### src/rtl/alu_iter_exec_pkg.sv
// Shared ALU select codes, FSM state encodings and small helpers for the execute-stage ALU.
package alu_iter_exec_pkg;

  typedef enum logic [3:0] {
    ALU_ADD  = 4'd0,
    ALU_SUB  = 4'd1,
    ALU_AND  = 4'd2,
    ALU_OR   = 4'd3,
    ALU_XOR  = 4'd4,
    ALU_SLT  = 4'd5,
    ALU_SLTU = 4'd6,
    ALU_SLL  = 4'd7,
    ALU_SRL  = 4'd8,
    ALU_SRA  = 4'd9
  } alu_op_e;

  typedef enum logic [1:0] {
    IDLE  = 2'd0,
    SHIFT = 2'd1,
    DONE  = 2'd2
  } state_e;

  function automatic logic is_shift(input logic [3:0] code);
    return (code == ALU_SLL) || (code == ALU_SRL) || (code == ALU_SRA);
  endfunction

endpackage

### src/rtl/alu_iter_exec_if.sv
// Operand/result valid-ready bundle between ALU control, the execute ALU and its consumer.
interface alu_iter_exec_if #(
  parameter int XLEN = 32
);
  logic            in_valid;
  logic            in_ready;
  logic [3:0]      alus;
  logic [XLEN-1:0] op_a;
  logic [XLEN-1:0] op_b;
  logic            out_valid;
  logic            out_ready;
  logic [XLEN-1:0] result;
  logic            flag_z;
  logic            flag_n;
  logic            flag_c;
  logic            flag_v;
  logic            op_err;

  modport master (
    output in_valid, alus, op_a, op_b, out_ready,
    input  in_ready, out_valid, result, flag_z, flag_n, flag_c, flag_v, op_err
  );

  modport slave (
    input  in_valid, alus, op_a, op_b, out_ready,
    output in_ready, out_valid, result, flag_z, flag_n, flag_c, flag_v, op_err
  );
endinterface

### src/rtl/alu_iter_exec_comb_core.sv
// Purely combinational single-cycle ALU ops with flag generation; shift codes report op_err here.
module alu_comb_core
  import alu_iter_exec_pkg::*;
#(
  parameter int XLEN = 32
) (
  input  logic [3:0]      alus,
  input  logic [XLEN-1:0] a,
  input  logic [XLEN-1:0] b,
  output logic [XLEN-1:0] result,
  output logic            flag_z,
  output logic            flag_n,
  output logic            flag_c,
  output logic            flag_v,
  output logic            op_err
);
  logic            is_sub;
  logic [XLEN-1:0] b_eff;
  logic [XLEN:0]   sum;

  // SUB is A + ~B + 1, so the carry-out doubles as the no-borrow flag.
  assign is_sub = (alus == ALU_SUB);
  assign b_eff  = is_sub ? ~b : b;
  assign sum    = {1'b0, a} + {1'b0, b_eff} + {{XLEN{1'b0}}, is_sub};

  always_comb begin
    result = '0;
    flag_c = 1'b0;
    flag_v = 1'b0;
    op_err = 1'b0;
    case (alus)
      ALU_ADD, ALU_SUB: begin
        result = sum[XLEN-1:0];
        flag_c = sum[XLEN];
        flag_v = (a[XLEN-1] == b_eff[XLEN-1]) && (sum[XLEN-1] != a[XLEN-1]);
      end
      ALU_AND:  result = a & b;
      ALU_OR:   result = a | b;
      ALU_XOR:  result = a ^ b;
      ALU_SLT:  result = {{(XLEN-1){1'b0}}, ($signed(a) < $signed(b))};
      ALU_SLTU: result = {{(XLEN-1){1'b0}}, (a < b)};
      default:  op_err = 1'b1;
    endcase
  end

  assign flag_z = ~|result;
  assign flag_n = result[XLEN-1];

endmodule

### src/rtl/alu_iter_exec.sv
// Execute-stage ALU: single-cycle logic/arith, iterative 1-bit/cycle shifts, valid/ready on both sides.
// Define ALU_FAST_SHIFT_EN to replace the iterative shifter with a single-cycle barrel shifter.
module alu_iter_exec
  import alu_iter_exec_pkg::*;
#(
  parameter int XLEN = 32
) (
  input  logic            clk,
  input  logic            rst,
  alu_iter_exec_if.slave  bus
);
  localparam int SHW = $clog2(XLEN);

  state_e          state_reg, state_next;
  logic [XLEN-1:0] result_reg, result_next;
  logic            z_reg, z_next, n_reg, n_next, c_reg, c_next, v_reg, v_next;
  logic            err_reg, err_next;

  logic [XLEN-1:0] core_result;
  logic            core_z, core_n, core_c, core_v, core_err;
  logic [SHW-1:0]  shamt;

  assign shamt = bus.op_b[SHW-1:0];

  alu_comb_core #(.XLEN(XLEN)) u_core (
    .alus   (bus.alus),
    .a      (bus.op_a),
    .b      (bus.op_b),
    .result (core_result),
    .flag_z (core_z),
    .flag_n (core_n),
    .flag_c (core_c),
    .flag_v (core_v),
    .op_err (core_err)
  );

`ifdef ALU_FAST_SHIFT_EN
  logic [XLEN-1:0] barrel;

  always_comb begin
    barrel = bus.op_a;
    case (bus.alus)
      ALU_SLL: barrel = bus.op_a << shamt;
      ALU_SRL: barrel = bus.op_a >> shamt;
      ALU_SRA: barrel = XLEN'($signed(bus.op_a) >>> shamt);
      default: barrel = bus.op_a;
    endcase
  end
`else
  logic [XLEN-1:0] work_reg, work_next, work_shifted;
  logic [SHW-1:0]  cnt_reg, cnt_next;
  logic [3:0]      shop_reg, shop_next;

  always_comb begin
    work_shifted = work_reg;
    case (shop_reg)
      ALU_SLL: work_shifted = {work_reg[XLEN-2:0], 1'b0};
      ALU_SRL: work_shifted = {1'b0, work_reg[XLEN-1:1]};
      ALU_SRA: work_shifted = {work_reg[XLEN-1], work_reg[XLEN-1:1]};
      default: work_shifted = work_reg;
    endcase
  end

  always_ff @(posedge clk) begin
    if (rst) begin
      work_reg <= '0;
      cnt_reg  <= '0;
      shop_reg <= '0;
    end else begin
      work_reg <= work_next;
      cnt_reg  <= cnt_next;
      shop_reg <= shop_next;
    end
  end
`endif

  always_ff @(posedge clk) begin
    if (rst) begin
      state_reg  <= IDLE;
      result_reg <= '0;
      z_reg      <= 1'b0;
      n_reg      <= 1'b0;
      c_reg      <= 1'b0;
      v_reg      <= 1'b0;
      err_reg    <= 1'b0;
    end else begin
      state_reg  <= state_next;
      result_reg <= result_next;
      z_reg      <= z_next;
      n_reg      <= n_next;
      c_reg      <= c_next;
      v_reg      <= v_next;
      err_reg    <= err_next;
    end
  end

  always_comb begin
    state_next  = state_reg;
    result_next = result_reg;
    z_next      = z_reg;
    n_next      = n_reg;
    c_next      = c_reg;
    v_next      = v_reg;
    err_next    = err_reg;
`ifndef ALU_FAST_SHIFT_EN
    work_next   = work_reg;
    cnt_next    = cnt_reg;
    shop_next   = shop_reg;
`endif
    case (state_reg)
      IDLE: begin
        if (bus.in_valid) begin
          state_next = DONE;
          if (is_shift(bus.alus)) begin
            c_next   = 1'b0;
            v_next   = 1'b0;
            err_next = 1'b0;
`ifdef ALU_FAST_SHIFT_EN
            result_next = barrel;
            z_next      = ~|barrel;
            n_next      = barrel[XLEN-1];
`else
            if (shamt == '0) begin
              result_next = bus.op_a;
              z_next      = ~|bus.op_a;
              n_next      = bus.op_a[XLEN-1];
            end else begin
              work_next  = bus.op_a;
              cnt_next   = shamt;
              shop_next  = bus.alus;
              state_next = SHIFT;
            end
`endif
          end else begin
            result_next = core_result;
            z_next      = core_z;
            n_next      = core_n;
            c_next      = core_c;
            v_next      = core_v;
            err_next    = core_err;
          end
        end
      end
`ifndef ALU_FAST_SHIFT_EN
      SHIFT: begin
        work_next = work_shifted;
        cnt_next  = cnt_reg - {{(SHW-1){1'b0}}, 1'b1};
        // Counter at 1 means this cycle performs the last shift.
        if (cnt_reg == {{(SHW-1){1'b0}}, 1'b1}) begin
          result_next = work_shifted;
          z_next      = ~|work_shifted;
          n_next      = work_shifted[XLEN-1];
          state_next  = DONE;
        end
      end
`endif
      DONE: begin
        if (bus.out_ready) state_next = IDLE;
      end
      default: state_next = IDLE;
    endcase
  end

  assign bus.in_ready  = (state_reg == IDLE);
  assign bus.out_valid = (state_reg == DONE);
  assign bus.result    = result_reg;
  assign bus.flag_z    = z_reg;
  assign bus.flag_n    = n_reg;
  assign bus.flag_c    = c_reg;
  assign bus.flag_v    = v_reg;
  assign bus.op_err    = err_reg;

endmodule

### src/flat_wrapper.sv
// flat-port wrapper written by rule: the top's interface ports become plain ports
module alu_iter_exec_flat import alu_iter_exec_pkg::*;
#(
  parameter int XLEN = 32
)
  (clk, rst, bus_in_valid, bus_alus, bus_op_a, bus_op_b, bus_out_ready, bus_in_ready, bus_out_valid, bus_result, bus_flag_z, bus_flag_n, bus_flag_c, bus_flag_v, bus_op_err);
  alu_iter_exec_if #(.XLEN(XLEN)) bus_i ();
  input  logic clk;
  input  logic rst;
  input wire logic [$bits(bus_i.in_valid)-1:0] bus_in_valid;
  input wire logic [$bits(bus_i.alus)-1:0] bus_alus;
  input wire logic [$bits(bus_i.op_a)-1:0] bus_op_a;
  input wire logic [$bits(bus_i.op_b)-1:0] bus_op_b;
  input wire logic [$bits(bus_i.out_ready)-1:0] bus_out_ready;
  output wire logic [$bits(bus_i.in_ready)-1:0] bus_in_ready;
  output wire logic [$bits(bus_i.out_valid)-1:0] bus_out_valid;
  output wire logic [$bits(bus_i.result)-1:0] bus_result;
  output wire logic [$bits(bus_i.flag_z)-1:0] bus_flag_z;
  output wire logic [$bits(bus_i.flag_n)-1:0] bus_flag_n;
  output wire logic [$bits(bus_i.flag_c)-1:0] bus_flag_c;
  output wire logic [$bits(bus_i.flag_v)-1:0] bus_flag_v;
  output wire logic [$bits(bus_i.op_err)-1:0] bus_op_err;
  assign bus_i.in_valid = bus_in_valid;
  assign bus_i.alus = bus_alus;
  assign bus_i.op_a = bus_op_a;
  assign bus_i.op_b = bus_op_b;
  assign bus_i.out_ready = bus_out_ready;
  assign bus_in_ready = bus_i.in_ready;
  assign bus_out_valid = bus_i.out_valid;
  assign bus_result = bus_i.result;
  assign bus_flag_z = bus_i.flag_z;
  assign bus_flag_n = bus_i.flag_n;
  assign bus_flag_c = bus_i.flag_c;
  assign bus_flag_v = bus_i.flag_v;
  assign bus_op_err = bus_i.op_err;
  alu_iter_exec #(.XLEN(XLEN)) u_core (.clk(clk), .rst(rst), .bus(bus_i));
endmodule
### config.mk
export PLATFORM = sky130hd
export DESIGN_NAME = alu_iter_exec_flat
export DESIGN_NICKNAME = d
export VERILOG_FILES = /design/src/rtl/alu_iter_exec_pkg.sv /design/src/rtl/alu_iter_exec_if.sv /design/src/rtl/alu_iter_exec_comb_core.sv /design/src/rtl/alu_iter_exec.sv /design/src/flat_wrapper.sv
export SDC_FILE = /design/constraint.sdc
export NUM_CORES = 1
export LEC_CHECK = 0
export ABC_AREA = 1
export CORE_MARGIN = 5
export CORE_UTILIZATION = 57
export DETAILED_ROUTE_END_ITERATION = 10
export DONT_BUFFER_PORTS = 1
export GPL_TIMING_DRIVEN = 0
export PLACE_DENSITY = 0.72
export RECOVER_POWER = 50
export SLEW_MARGIN = 10
export SYNTH_ARGS = -nofsm -noshare
export SYNTH_HDL_FRONTEND = slang
export SYNTH_SLANG_ARGS = --single-unit
### constraint.sdc
create_clock -name clk -period 10.2 [get_ports clk]
set_clock_uncertainty 0.1 [all_clocks]
set_input_delay 2.04 -clock clk [delete_from_list [all_inputs] [get_ports clk]]
set_output_delay 2.04 -clock clk [all_outputs]
set_load 0.01 [all_outputs]
# Yosys cells after proc, flatten, opt, wreduce, memory -nomap -nowiden
# Cells that the tools add are included.
[op_classes] n_addsub=3 order_cmp=2 n_eq_ne=23 muxes=38 n_bitwise=5 n_reduce_logical=20
[ops] op="$mux W32" count=8
[ops] op="$pmux W32 S6" count=1
[ops] op="$pmux W32 S2" count=2
[ops] op="$pmux W32 S3" count=1
[ops] op="$reduce_or A32 Y1" count=3
[ops] op="$lt A32 B32 Y1" count=2
[ops] op="$add A32 B32 Y33" count=1
[ops] op="$add A33 B1 Y33" count=1
[ops] op="$and A32 B32 Y32" count=1
[ops] op="$not A32 Y32" count=1
[ops] op="$or A32 B32 Y32" count=1
[ops] op="$xor A32 B32 Y32" count=1
[ops] op="$eq A4 B3 Y1 const B" count=5
[ops] op="$eq A4 B4 Y1 const B" count=4
[ops] op="$mux W5" count=3
[ops] op="$mux W1" count=14
[ops] op="$reduce_and A4 Y1" count=3
[ops] op="$mux W2" count=5
[ops] op="$pmux W5 S2" count=1
[ops] op="$eq A4 B2 Y1 const B" count=2
[ops] op="$reduce_or A7 Y1" count=1
[ops] op="$ne A2 B2 Y1 const B" count=3
[ops] op="$pmux W2 S3" count=1
[ops] op="$eq A5 B1 Y1 const B" count=1
[ops] op="other kinds (20)" count=25
[word_totals] regBits=80 inputBits=72 word_cells=101

# Longest topological paths before layout
[depth] word_depth=10 ltp_mapped=26

# Cells and area by module
# Synthesis repeated with hierarchy kept, for this count alone.
[unflattened] hier_cells=1716 area_unflattened_um2=10241.1
[by_module_without_submodules] module="alu_comb_core" n_inst=1 cells_per_inst=973 area_each_um2=5490.3 seq_area_each_um2=0.0
[by_module_without_submodules] module="alu_iter_exec" n_inst=1 cells_per_inst=743 area_each_um2=4750.8 seq_area_each_um2=1601.5

# Worst setup path before layout
# No wires, ideal clock.
[synth_path] path_type="input to register" from="input bus_alus[1]" to="register u_core.z_reg (netlist: u_core.bus.flag_z)" setup_time_ps=66 arrival_ps=4625 required_time_ps=10034 setup_slack_ps=5409 path_stages=21 path_cell_list="buf_4 nor2_4 nand2_1 buf_1 xor2_1 ha_1 nand2_1 nand2_1 o21bai_1 a21oi_1 nand2_1 or2_1 a21oi_1 nand2_1 nor2_1 nand3_1 nor2_1 nand2_1 nand2_1 nand2_1 a21oi_2"
[synth_via] elab_chain_len=10 elab_cells_between_ends=24 classes_between="2 x add/sub; 10 x eq/ne; 5 x mux; 7 x reduce/logical"
[synth_rtl] element="start: declaration" line="flat_wrapper.sv:11" text="input wire logic [$bits(bus_i.alus)-1:0] bus_alus;"
[synth_rtl] element="$eq A4 B1 Y1" line="alu_iter_exec_comb_core.sv:22, alu_iter_exec_comb_core.sv:31"
[synth_rtl] element="$mux W32" line="alu_iter_exec_comb_core.sv:23" text="assign b_eff = is_sub ? ~b : b;"
[synth_rtl] element="$add A32 B32 Y33" line="alu_iter_exec_comb_core.sv:24" text="assign sum = {1'b0, a} + {1'b0, b_eff} + {{XLEN{1'b0}}, is_sub};"
[synth_rtl] element="$add A33 B1 Y33" line="alu_iter_exec_comb_core.sv:24"
[synth_rtl] element="$pmux W32 S6" line="alu_iter_exec_comb_core.sv:31" text="case (alus)"
[synth_rtl] element="$reduce_or A32 Y1" line="alu_iter_exec_comb_core.sv:46" text="assign flag_z = ~|result;"
[synth_rtl] element="$logic_not A1 Y1" line="alu_iter_exec_comb_core.sv:46"
[synth_rtl] element="$mux W1" line="alu_iter_exec.sv:114" text="if (is_shift(bus.alus)) begin"
[synth_rtl] element="$mux W1" line="alu_iter_exec.sv:112" text="if (bus.in_valid) begin"
[synth_rtl] element="$pmux W1 S2" line="alu_iter_exec.sv:110" text="case (state_reg)"
[synth_rtl] element="end signal: assignment" line="alu_iter_exec.sv:89" text="z_reg <= z_next;"
[synth_rtl] element="end: declaration" line="alu_iter_exec.sv:16" text="logic z_reg, z_next, n_reg, n_next, c_reg, c_next, v_reg, v_next;"
# Several ways; a longest one is shown, not always the timed one. The select of a mux whose other input is x is not followed.
# A chain may end at the register's enable or synchronous reset.

# Worst setup path after layout
# Same ends and word-level chain as after synthesis.

==> results.py <==
metrics = {
    "worst_setup_path": {
        "cp.arrival_ns": 5.93,
        "worst_ep_required_time_ns": 10.37,
        "r2r_slack_ns": 7.13,
        "crit_path_end_kind": "flop",
        "cp_max_fo": 10,
        "r2r_start": "u_core.state_reg[1]",
        "crit_start": "bus_alus[1]",
        "regToRegEndpoint": "u_core.bus.result[15]",
        "critPathLaunchType": "input port",
        "r2r_cells": 10,
        "criticalPathCategory": "in -> reg",
        "endpoint": "u_core.bus.flag_z",
    },
    "synth": {
        "synthCells": 1573,
        "synth_compound_area_share_pct": 21.3,
        "synth_top_family_by_area": "simple AND/OR/NAND/NOR gates",
        "synth_fa_ha_area_share_pct": 17.9,
        "synthTopCellsByCount": "nand2_1, inv_1, nor2_1",
        "post-synth-top-count-cell": "nand2_1",
        "synth_fp_nets": 1783,
        "synth.area.top_cells": "ha_1, dfxtp_1, nand2_1, inv_1, nor2_1",
        "synth_edf_count": 0,
        "synth_top_area_share_pct": 17.7,
        "synth_xor_area_share_pct": 2.99,
        "ys_ff_latch": 79,
        "seq_area_frac_synth_pct": 16.4,
        "synth_warnings": 0,
        "ys_async_sr_fraction_pct": 0,
        "synth-simple-area-share_pct": 29.9,
        "syn_area_sq_um": 9670,
        "postSynthAreaPerCell_sq_um": 6.14,
        "yosysUniqueCellTypes": 46,
        "synth_area_leader_cell": "ha_1",
        "synthFlopType": "dfxtp_1",
        "muxShareOfSynthArea_pct": 0,
    },
    "floorplan": {
        "dieArea_sq_um": 19700,
        "die_h_um": 140,
        "num_rows": 47,
        "core_area_sq_um": 16600,
        "initial_core_util_pct": 58.3,
        "die_w_um": 140,
        "io_pins": 111,
    },
    "job": {
        "cap_violations": 0,
    },
    "place": {
        "dpl_cell_area_sq_um": 9940,
        "port_buffers": 0,
        "globalplace.congestion": 0.990,
        "hpwlAfterDp_mm": 30.5,
    },
    "drt": {
        "drc": 0,
        "dr.pass1.iters": 5,
        "drtIter0Drc": 1191,
        "wl_mm": 36.6,
        "vias": 10900,
        "wl_per_cell_um": 20.2,
        "via_per_inst": 6.01,
        "ant_nets": 0,
    },
    "finish": {
        "fillers": 1754,
        "num_antenna_cells": 0,
        "final_util_pct": 61.6,
        "drive_gt1_share_pct": 4.09,
        "layout.nets": 1794,
        "synthToLayoutAreaGrowth_pct": 5.75,
        "final_area_sq_um": 10200,
    },
    "sta": {
        "period_needed_ns": 5.75,
        "hold_viol": 0,
        "timing.final.max_slew_violations": 0,
        "finalCritPeriodShare_pct": 56.4,
        "maxSlewHeadroom_pct": 49.5,
        "rsz0062_at_grt": "no",
        "finalSetupViolations": 0,
        "fmax_mhz": 174,
        "worst_pin_slew_ns": 0.757,
        "setup_tns_ns": 0,
    },
    "cts": {
        "ctsHoldBuffers": 0,
        "root_buffer": "clkbuf_16",
        "htreeDepth": 3,
        "cts.reportedPaths.clkPinSlew_ns": 0.06,
        "cts_resized": 0,
        "clockBufferDepth": 2,
        "cts.sinks": 79,
        "clk_latency_ns": 0.35,
        "cts_buffers": 9,
        "tritoncts": "built",
        "postCtsSetupRepairBufs": 0,
    },
    "pwr": {
        "clkPwrFrac_pct": 27.1,
        "powerDensity_nw_per_um2": 118,
        "power_frac_seq_pct": 32.9,
        "p_leak_nw": 5.10,
        "p_int_mw": 0.702,
        "ir_drop_mv": 0.121,
        "switchingPower_mw": 0.500,
        "p_sw_share_pct": 41.6,
        "comb_power_share_pct": 39.9,
    },
    "min_path": {
        "hold_path.class": "reg -> reg",
    },
    "grt": {
        "grt_max_degree": 14,
        "grt_pass1_wl_mm": 55.1,
        "grt_pass1_vias": 9822,
        "antenna_found_initial": 0,
        "grt.overflow.total": 0,
        "track_usage_pct": 35.7,
    },
    "status": {
        "status": "finished clean",
    },
}
-- power by group through the flow --
stage | Sequential, mW | Combinational [mW] | Clock [mW]
floorplan | 0.387 | 0.345 | 0
global placement | 0.400 | 0.460 | 0
detailed placement | 0.401 | 0.465 | 0
CTS | 0.394 | 0.469 | 0.327
global route | 0.400 | 0.533 | 0.341
finish | 0.396 | 0.480 | 0.326
-- layout make-up --
class                   instances  area [sq um]  share of cell area, %
clock inverters                 5          57.6                  0.563
multi-input cells            1208          6960                   68.1
well taps                     220           275                   2.69
inverters                     231           867                   8.48
plain buffers                  55           234                   2.29
clock buffers                  11           243                   2.37
flip-flops and latches         79          1580                   15.5
-- layout by cell type, fill, tap and decap left out, drive strengths merged, types with 32 or more instances in the layout --
cell    count
nor2      190
o21ai     112
ha        137
clkbuf     44
nand2     355
inv       229
a31oi      35
xor2       32
a21oi     128
nand3      77
dfxtp      79
-- per-stage QoR --
stage	instances	hold WS (ns)	setup slack (ns)	power, mW
4_1_cts	1809	0.372	4.77	1.19
3_5_place_dp	1793	0.364	4.43	0.866
5_1_grt	1809	0.404	4.21	1.27
3_3_place_gp	1793	0.356	4.50	0.860
2_1_floorplan	1573	0.345	5.41	0.732
6_report	1809	0.372	4.45	1.20
-- worst min path at each step --
stage | end | startpoint | slack [ns] | depth (start not counted)
after floorplan | u_core.work_reg[23] | u_core.work_reg[23] | 0.34 | 2
after global placement | u_core.work_reg[23] | u_core.work_reg[23] | 0.36 | 2
after detailed placement | u_core.work_reg[23] | u_core.work_reg[23] | 0.36 | 2
after CTS | u_core.work_reg[23] | u_core.work_reg[23] | 0.37 | 2
after global routing | u_core.work_reg[23] | u_core.work_reg[23] | 0.40 | 2
final | u_core.work_reg[23] | u_core.work_reg[23] | 0.37 | 2
-- critical path, cell delays in order --
cell and delay [ns]:
clkbuf_1 0.29, nor2_4 0.08, nand2_1 0.25, buf_1 0.62, xor2_1 0.17, ha_1 0.41
nand2_1 0.15, nor2_1 0.25, nand2_1 0.20, nor2_1 0.14, nand2_1 0.14, nand3_1 0.12
nand2_1 0.05, nand3_1 0.11, nand2_1 0.14, inv_1 0.11, nand2_1 0.05, nor2_1 0.09
nand3_1 0.11, nor2_1 0.12, nand2_1 0.05, nand2_1 0.06, nand2_1 0.06, a21oi_2 0.11
-- metal layers --
metal  GRT usage, %  vias to the layer above  wire length (um)  share of wire, %
met5              0                        -                 0                 0
met4           13.6                        0              1530               4.2
met3           11.3                       96              4480                12
met2           54.2                      587             15500                42
met1           47.4                     4962             15100                41
li1               -                     5219                 -                 -
-- kinds of logic (layout without fill, tap and decap cells) --
group,count (synthesis),in the layout
adder cells (fa/ha/maj),138,138
AO/OA/AOI/OAI,356,356
buffers and inverters,286,302
XOR/XNOR,33,33
flip-flops,79,79
AND/OR/NAND/NOR,681,681
(Power assumes the default switching activity.)
